===== config.mk =====
export PLATFORM = sky130hd
export DESIGN_NAME = tomasulo_rs_arith
export DESIGN_NICKNAME = d
export VERILOG_FILES = /design/src/rtl/tomasulo_rs_arith.sv
export SDC_FILE = /design/constraint.sdc
export NUM_CORES = 1
export LEC_CHECK = 0
export ABC_AREA = 1
export CAP_MARGIN = 30
export CORE_ASPECT_RATIO = 0.7
export CORE_MARGIN = 2
export CORE_UTILIZATION = 25
export CTS_CLUSTER_DIAMETER = 80
export DETAILED_ROUTE_END_ITERATION = 10
export RECOVER_POWER = 50
export SKIP_LAST_GASP = 1
export SLEW_MARGIN = 20
export SYNTH_ARGS = -nofsm -noshare
export SYNTH_HDL_FRONTEND = slang
export SYNTH_SLANG_ARGS = --single-unit

===== constraint.sdc =====
create_clock -name clk -period 5.3 [get_ports clk]
set_clock_uncertainty 0.1 [all_clocks]
set_input_delay 0.795 -clock clk [delete_from_list [all_inputs] [get_ports clk]]
set_output_delay 0.795 -clock clk [all_outputs]
set_load 0.05 [all_outputs]

===== src/rtl/tomasulo_rs_arith.sv =====
// Reservation station for the arithmetic execution unit.
// Holds ADD/SUB/MOV ops until both operands are valid, snoops the CDB for
// outstanding producer tags, and issues the oldest ready entry each cycle.
package tomasulo_rs_arith_pkg;
  typedef enum logic [1:0] {OP_ADD = 2'd0, OP_SUB = 2'd1, OP_MOV = 2'd2} opcode_t;
  typedef logic [3:0]  tag_t;
  typedef logic [3:0]  robid_t;
  typedef logic [4:0]  wa_t;
  typedef logic [31:0] word_t;

  typedef struct packed {
    logic   vld;
    tag_t   tag;
    word_t  wdata;
    robid_t robid;
    wa_t    wa;
  } cdb_t;

  typedef struct packed {
    opcode_t     op;
    tag_t        tag;
    word_t [1:0] rdata;
    robid_t      robid;
    wa_t         wa;
  } issue_t;
endpackage

module tomasulo_rs_arith
  import tomasulo_rs_arith_pkg::*;
#(
  parameter  int N     = 4,
  localparam int CNT_W = $clog2(N + 1)
) (
  input  logic             clk,
  input  logic             rst,
  input  logic             flush,
  input  logic             disp_vld,
  output logic             disp_rdy,
  input  opcode_t          disp_op,
  input  tag_t             disp_tag,
  input  robid_t           disp_robid,
  input  wa_t              disp_wa,
  input  logic [1:0]       disp_src_rdy,
  input  tag_t [1:0]       disp_src_tag,
  input  word_t [1:0]      disp_src_data,
  input  cdb_t             cdb_r,
  output logic             iss_vld,
  output issue_t           iss,
  output logic [CNT_W-1:0] occ_r
);
  localparam int IDX_W = $clog2(N);

  // Entry storage. r_age[i][j] = 1 means entry i is older than entry j.
  logic [N-1:0]  r_vld;
  opcode_t       r_op       [N];
  tag_t          r_tag      [N];
  robid_t        r_robid    [N];
  wa_t           r_wa       [N];
  logic [1:0]    r_src_rdy  [N];
  tag_t [1:0]    r_src_tag  [N];
  word_t [1:0]   r_src_data [N];
  logic [N-1:0]  r_age      [N];

  logic [N-1:0]     w_ready;
  logic [N-1:0]     w_sel;
  logic             w_iss_fire;
  logic             w_disp_fire;
  logic [IDX_W-1:0] w_free_idx;
  logic             w_free_found;
  logic             w_tag_dup;
  logic             w_age_bad;
  logic             w_unused_cdb;

  assign w_unused_cdb = ^{cdb_r.robid, cdb_r.wa};

  // Dispatch acceptance depends only on registered occupancy and reset.
  assign disp_rdy    = !rst && (occ_r != CNT_W'(N));
  assign w_disp_fire = disp_vld && disp_rdy && !flush;

  // Ready vector and oldest-ready selection via the age matrix.
  always_comb begin
    // NOTE: every combinational output gets a default first so no path leaves it unassigned (no latch).
    w_ready = '0;
    w_sel   = '0;
    for (int i = 0; i < N; i++) w_ready[i] = r_vld[i] && (&r_src_rdy[i]);
    for (int i = 0; i < N; i++) begin
      w_sel[i] = w_ready[i];
      for (int j = 0; j < N; j++)
        if (j != i && w_ready[j] && r_age[j][i]) w_sel[i] = 1'b0;
    end
  end

  assign w_iss_fire = (|w_ready) && !flush;
  assign iss_vld    = w_iss_fire;

  // Issue payload muxed from the selected entry; zero when nothing issues.
  always_comb begin
    iss = '0;
    for (int i = 0; i < N; i++) begin
      if (w_iss_fire && w_sel[i]) begin
        iss.op    = r_op[i];
        iss.tag   = r_tag[i];
        iss.rdata = r_src_data[i];
        iss.robid = r_robid[i];
        iss.wa    = r_wa[i];
      end
    end
  end

  // Lowest-index free slot (descending scan leaves the lowest match).
  always_comb begin
    w_free_idx   = '0;
    w_free_found = 1'b0;
    for (int i = N - 1; i >= 0; i--) begin
      if (!r_vld[i]) begin
        w_free_idx   = IDX_W'(i);
        w_free_found = 1'b1;
      end
    end
  end

  // Entry state update: flush/reset, CDB wakeup, issue retire, dispatch allocate.
  always_ff @(posedge clk) begin
    // NOTE: sequential state uses non-blocking assignments so all entries update from the same pre-edge view.
    if (rst || flush) begin
      // NOTE: only valid bits and age are cleared; payload is don't-care while an entry is invalid.
      r_vld <= '0;
      occ_r <= '0;
      for (int i = 0; i < N; i++) r_age[i] <= '0;
    end else begin
      for (int i = 0; i < N; i++) begin
        for (int s = 0; s < 2; s++) begin
          if (r_vld[i] && !r_src_rdy[i][s] && cdb_r.vld && (r_src_tag[i][s] == cdb_r.tag)) begin
            r_src_rdy[i][s]  <= 1'b1;
            r_src_data[i][s] <= cdb_r.wdata;
          end
        end
      end

      for (int i = 0; i < N; i++) begin
        if (w_iss_fire && w_sel[i]) begin
          r_vld[i] <= 1'b0;
          r_age[i] <= '0;
          for (int j = 0; j < N; j++) r_age[j][i] <= 1'b0;
        end
      end

      if (w_disp_fire) begin
        r_vld[w_free_idx]     <= 1'b1;
        r_op[w_free_idx]      <= disp_op;
        r_tag[w_free_idx]     <= disp_tag;
        r_robid[w_free_idx]   <= disp_robid;
        r_wa[w_free_idx]      <= disp_wa;
        r_src_tag[w_free_idx] <= disp_src_tag;
        r_age[w_free_idx]     <= '0;
        for (int j = 0; j < N; j++)
          r_age[j][w_free_idx] <= r_vld[j] && !(w_iss_fire && w_sel[j]);
        for (int s = 0; s < 2; s++) begin
          if (disp_src_rdy[s]) begin
            r_src_rdy[w_free_idx][s]  <= 1'b1;
            r_src_data[w_free_idx][s] <= disp_src_data[s];
          end else if (cdb_r.vld && (disp_src_tag[s] == cdb_r.tag)) begin
            r_src_rdy[w_free_idx][s]  <= 1'b1;
            r_src_data[w_free_idx][s] <= cdb_r.wdata;
          end else begin
            r_src_rdy[w_free_idx][s]  <= 1'b0;
            r_src_data[w_free_idx][s] <= disp_src_data[s];
          end
        end
      end

      occ_r <= occ_r + CNT_W'(w_disp_fire) - CNT_W'(w_iss_fire);
    end
  end

  // Structural invariants: unique tags and antisymmetric age over valid entries.
  always_comb begin
    w_tag_dup = 1'b0;
    w_age_bad = 1'b0;
    for (int i = 0; i < N; i++) begin
      for (int j = 0; j < N; j++) begin
        if (i != j && r_vld[i] && r_vld[j]) begin
          if (r_tag[i] == r_tag[j]) w_tag_dup = 1'b1;
          if (r_age[i][j] == r_age[j][i]) w_age_bad = 1'b1;
        end
      end
    end
  end

  a_tag_unique : assert property (@(posedge clk) disable iff (rst) !w_tag_dup);
  a_age_anti   : assert property (@(posedge clk) disable iff (rst) !w_age_bad);
  a_one_issue  : assert property (@(posedge clk) disable iff (rst) $countones(w_sel) <= 1);
  a_occ_max    : assert property (@(posedge clk) disable iff (rst) occ_r <= CNT_W'(N));
  a_occ_match  : assert property (@(posedge clk) disable iff (rst) occ_r == CNT_W'($countones(r_vld)));
  a_free_slot  : assert property (@(posedge clk) disable iff (rst) disp_rdy |-> w_free_found);

endmodule


**Yosys cells after proc, flatten, opt, wreduce, memory -nomap -nowiden**

Memory sizes are Yosys's and may differ from the RTL's.
Index checks and enable logic that the tools add are counted.

- Logic and storage cells: 354
- Memories: 8
- Bits of input ports: 139
- Flip-flop bits (word level): 7
- Output and inout bits: 84
- Memory bits (writable): 372

- Add/sub/neg operators: 2
- Eq/ne operators: 15
- Bitwise operators: 99
- Multiplexer cells: 151
- $lt $le $gt $ge: 2
- Reductions and logical operators: 75

Memories:

| name | words | bits a word | rd ports | clocked after Yosys merged registers in | wr ports | RTL line | source |
|---|---|---|---|---|---|---|---|
| r_src_data | 4 | 64 | 4 | 0 | 5 | 61 | `word_t [1:0] r_src_data [N];` |
| r_src_tag | 4 | 8 | 4 | 0 | 1 | 60 | `tag_t [1:0] r_src_tag [N];` |
| r_wa | 4 | 5 | 4 | 0 | 1 | 58 | `wa_t r_wa [N];` |
| r_age | 4 | 4 | 4 | 0 | 5 | 62 | `logic [N-1:0] r_age [N];` |
| r_robid | 4 | 4 | 4 | 0 | 1 | 57 | `robid_t r_robid [N];` |
| r_tag | 4 | 4 | 4 | 0 | 1 | 56 | `tag_t r_tag [N];` |
| 2 more memories | - | - | - | - | - | - |  |

Operators by type and width:

| cell | count |
|---|---|
| $mux 79 | 4 |
| $mux 1 | 133 |
| $mux 32 | 4 |
| $logic_and 1x1->1 | 55 |
| $or 1x1->1 | 50 |
| $eq 4x4->1 | 10 |
| $and 1x1->1 | 32 |
| $not 1->1 | 16 |
| $logic_not 1->1 | 14 |
| $mux 4 | 3 |
| $mux 2 | 5 |
| $eq 2x2->1 const B | 4 |
| $reduce_and 2->1 | 4 |
| $or 4x4->4 | 1 |
| $reduce_or 4->1 | 1 |
| $add 3x1->3 | 1 |
| $lt 2x3->1 const B | 1 |
| $mux 3 | 1 |
| $ne 3x3->1 const B | 1 |
| $sub 3x1->3 | 1 |
| $demux 1 s2 | 1 |
| $ge 2x1->1 const B | 1 |
| $logic_or 1x1->1 | 1 |

**Depth between registers and ports, before layout**

- Depth after elaboration: 15
- Mapped depth: 15
- Mapped depth without buffers: 12

**Worst setup path after synthesis**

OpenSTA, ideal clock, no wires.

- Path kind: input -> output
- From: in flush
- To: out iss[11] in the netlist's numbering
- Buffers on the path: 2
- Stages: 7
- Slack: 2.143 ns
- Arrival: 2.262 ns
- Required time: 4.405 ns
- Path through: nor2_8 > nand2_2 > buf_2 > buf_2 > nand2_1 > inv_1 > a21oi_1

RTL lines:

| item | RTL line | source |
|---|---|---|
| start: declaration | 36 | `input logic flush,` |
| end: declaration | 48 | `output issue_t iss,` |

==> metrics.cfg <==
[timing]
fmax_mhz = 214
period_share_pct = 88.1
tightest_slew_ns = 1.56
max_slew_margin_pct = -3.73
grt_setup_unrepaired = no
finalMaxSlewViolations = 34
period_minus_slack_ns = 4.67
hold_ws_ns = 0.386
setup_tns_ns = 0
setup_viol = 0
final_hold_viol_count = 0
fin_ws_ns = 0.629

[run_status]
status = finished, violations left
violations = max-capacitance violations, max-slew violations

[worst_setup_path]
crit_path_max_fanout = 33
crit_type = primary input to register
arrival_ns = 4.74
cp-end-kind = register
required_ns = 5.37
start_kind = primary input

[final_layout]
fin_nets = 2831
drive_above_1_share_pct = 8.86
post-route-util_pct = 31.7
areaGrowthSynthToFinish_pct = 25.1

[route]
wl_per_cell_um = 19.2
num_vias = 17691
drc_errors = 0
drtIter0Drc = 1525
firstDrtPassIters = 6
postRouteAntennaNets = 0
routed_wl_um = 72700
vias_per_cell = 4.67

[synth]
synthAdderAreaFrac_pct = 0.220
synthDominantCellAreaShare_pct = 52.4
synthesis.nets = 2666
synth.ff_latch_count = 375
seq_area_frac_synth_pct = 54.2
yosys_warnings = 0
synth.distinct_cells = 41
synth_area_leaders = edfxtp_1, nand2_1, nand3_1
synth_top_family_by_area = simple AND/OR/NAND/NOR gates
synthFlopType = edfxtp_1
synth-compound-area-share_pct = 3.38
synthCells = 2524
yosysMostFrequentCell = nand2_1
synth_xor_area_share_pct = 0.385
synthMuxAreaShare_pct = 0
yosys.area_share.simple_pct = 32.4
synth_enable_flop_cells = 357
syn_area_sq_um = 20500
synth.top_cells.by_count = nand2_1, nand3_1, edfxtp_1
ys_async_sr_fraction_pct = 0
avgSynthCellArea_sq_um = 8.11
synth_top_cell_by_area = edfxtp_1

[grt]
grt_pass1_wl_um = 106000
globalRoute.totalOverflow = 0
grt_pass1_vias = 16422
grt_max_degree = 125
antenna_found_initial = 8
track_usage_pct = 16.9

[cts]
cts_buffer_depth = 3
cts_sinks = 375
cts_tree = built
clk_pin_slew_worst_paths_ns = 0.06
cts_root_buf = clkbuf_16
cts_hold_buf = 0
clock_latency_ns = 0.58
ctsResizeCount = 0
cts_buffers = 45
cts.htree.levels = 2
cts_setup_buffers = 0

[placement]
port_buffers = 213
hpwlAfterDp_um = 45000
pre_cts_ws_ns = 1.14
globalplace.congestion = 0.808

[power_and_ir_drop]
p_leak_nw = 10.9
power_density_nw_per_um2 = 262
vdd.ir_drop.worst_uv = 209
p_total_mw = 6.70

[floorplan]
initial_core_util_pct = 25.3
die_y_um = 243
design.die.area_sq_um = 84200
coreArea_sq_um = 80800
rows = 87
io-pin-count = 223
die_x_um = 346

[min_path]
hp-class = register to register

[run]
max_cap_violations = 2

==> area by class of cell <==
type                            instances  area (sq um)
Antenna cell                            1          2.50
Clock buffer                           58          1190
Clock inverter                         20           193
Fill cell                            8422         55200
Inverter                              336          1270
Multi-Input combinational cell       1673          7450
Sequential cell                       375         11100
Tap cell                             1068          1340
Timing Repair Buffer                  258          3070
==> critical path: stages <==
cell and delay [ns]:
dlygate4sd3_1 0.62, nor2_1 1.01, nand3_1 0.57, nor2_1 0.21, nand2_1 0.23, nand2_2 0.13, clkbuf_2 1.14
==> cell usage in the layout, fill, tap and decap left out, types with 8 or more instances in the layout <==
cell               n
buf_12            65
nand3_1          533
clkbuf_16         45
edfxtp_1         357
dfxtp_1           18
dlygate4sd3_1     28
nand2_1          800
nand4_1           12
o22ai_1            8
buf_4             53
nand2_2           32
inv_1            327
a21oi_1           46
clkdlybuf4s50_1  106
o21ai_0           61
nor2_1           135
clkbuf_1          12
==> final timing paths <==
| check | from | end | slack, ns | cells past startpoint |
|---|---|---|---|---|
| worst max-delay path | flush | r_src_data[3][52]$_DFFE_PP_ | 0.63 | 7 |
| worst min-delay path | r_age[0][3]$_SDFFE_PP0P_ | r_age[0][3]$_SDFFE_PP0P_ | 0.39 | 2 |
| worst max register to register | occ_r[1]$_SDFF_PN0_ | r_age[2][1]$_SDFFCE_PN0P_ | 1.95 | 9 |
| worst min register to register | r_age[0][3]$_SDFFE_PP0P_ | r_age[0][3]$_SDFFE_PP0P_ | 0.39 | 2 |
==> routing by layer <==
layer / wire length (um) / track usage, % / up-vias
met4: 1970 / 5.66 / 14
met3: 6930 / 4.25 / 160
met1: 30500 / 22.2 / 8130
met5: 92 / 0 / -
met2: 33200 / 27.0 / 793
li1: - / - / 8594
==> through the flow <==
step	cells	area, sq um
floorplan	2524	20500
global placement	3709	24200
detailed placement	3710	24300
CTS	3788	25600
global route	3788	25600
finish	3789	25600
==> power breakdown <==
part,internal (mW),switching (mW),total (mW),leakage [nW]
registers,3.28,0.0143,3.30,3.39
clock network,1.73,1.24,2.98,0.673
logic,0.162,0.262,0.424,6.86
total,5.18,1.52,6.70,10.9
==> logic make-up (layout without fill, tap and decap cells) <==
| logic type | Yosys count | count (layout) |
|---|---|---|
| simple gates | 1532 | 1532 |
| fa+ha+maj | 3 | 3 |
| xor+xnor | 9 | 9 |
| flops | 375 | 375 |
| buf+inv | 476 | 672 |
| other cells | 0 | 1 |
| compound gates | 129 | 129 |
==> flip-flops by register name, indices dropped and copies added, names as in the netlist <==
register	cells
r_op	8
r_age	12
occ_r	3
r_src_data	256
r_vld	4
r_robid	16
r_src_rdy	8
r_tag	16
r_src_tag	32
r_wa	20
Power figures use the tool's default switching activity.
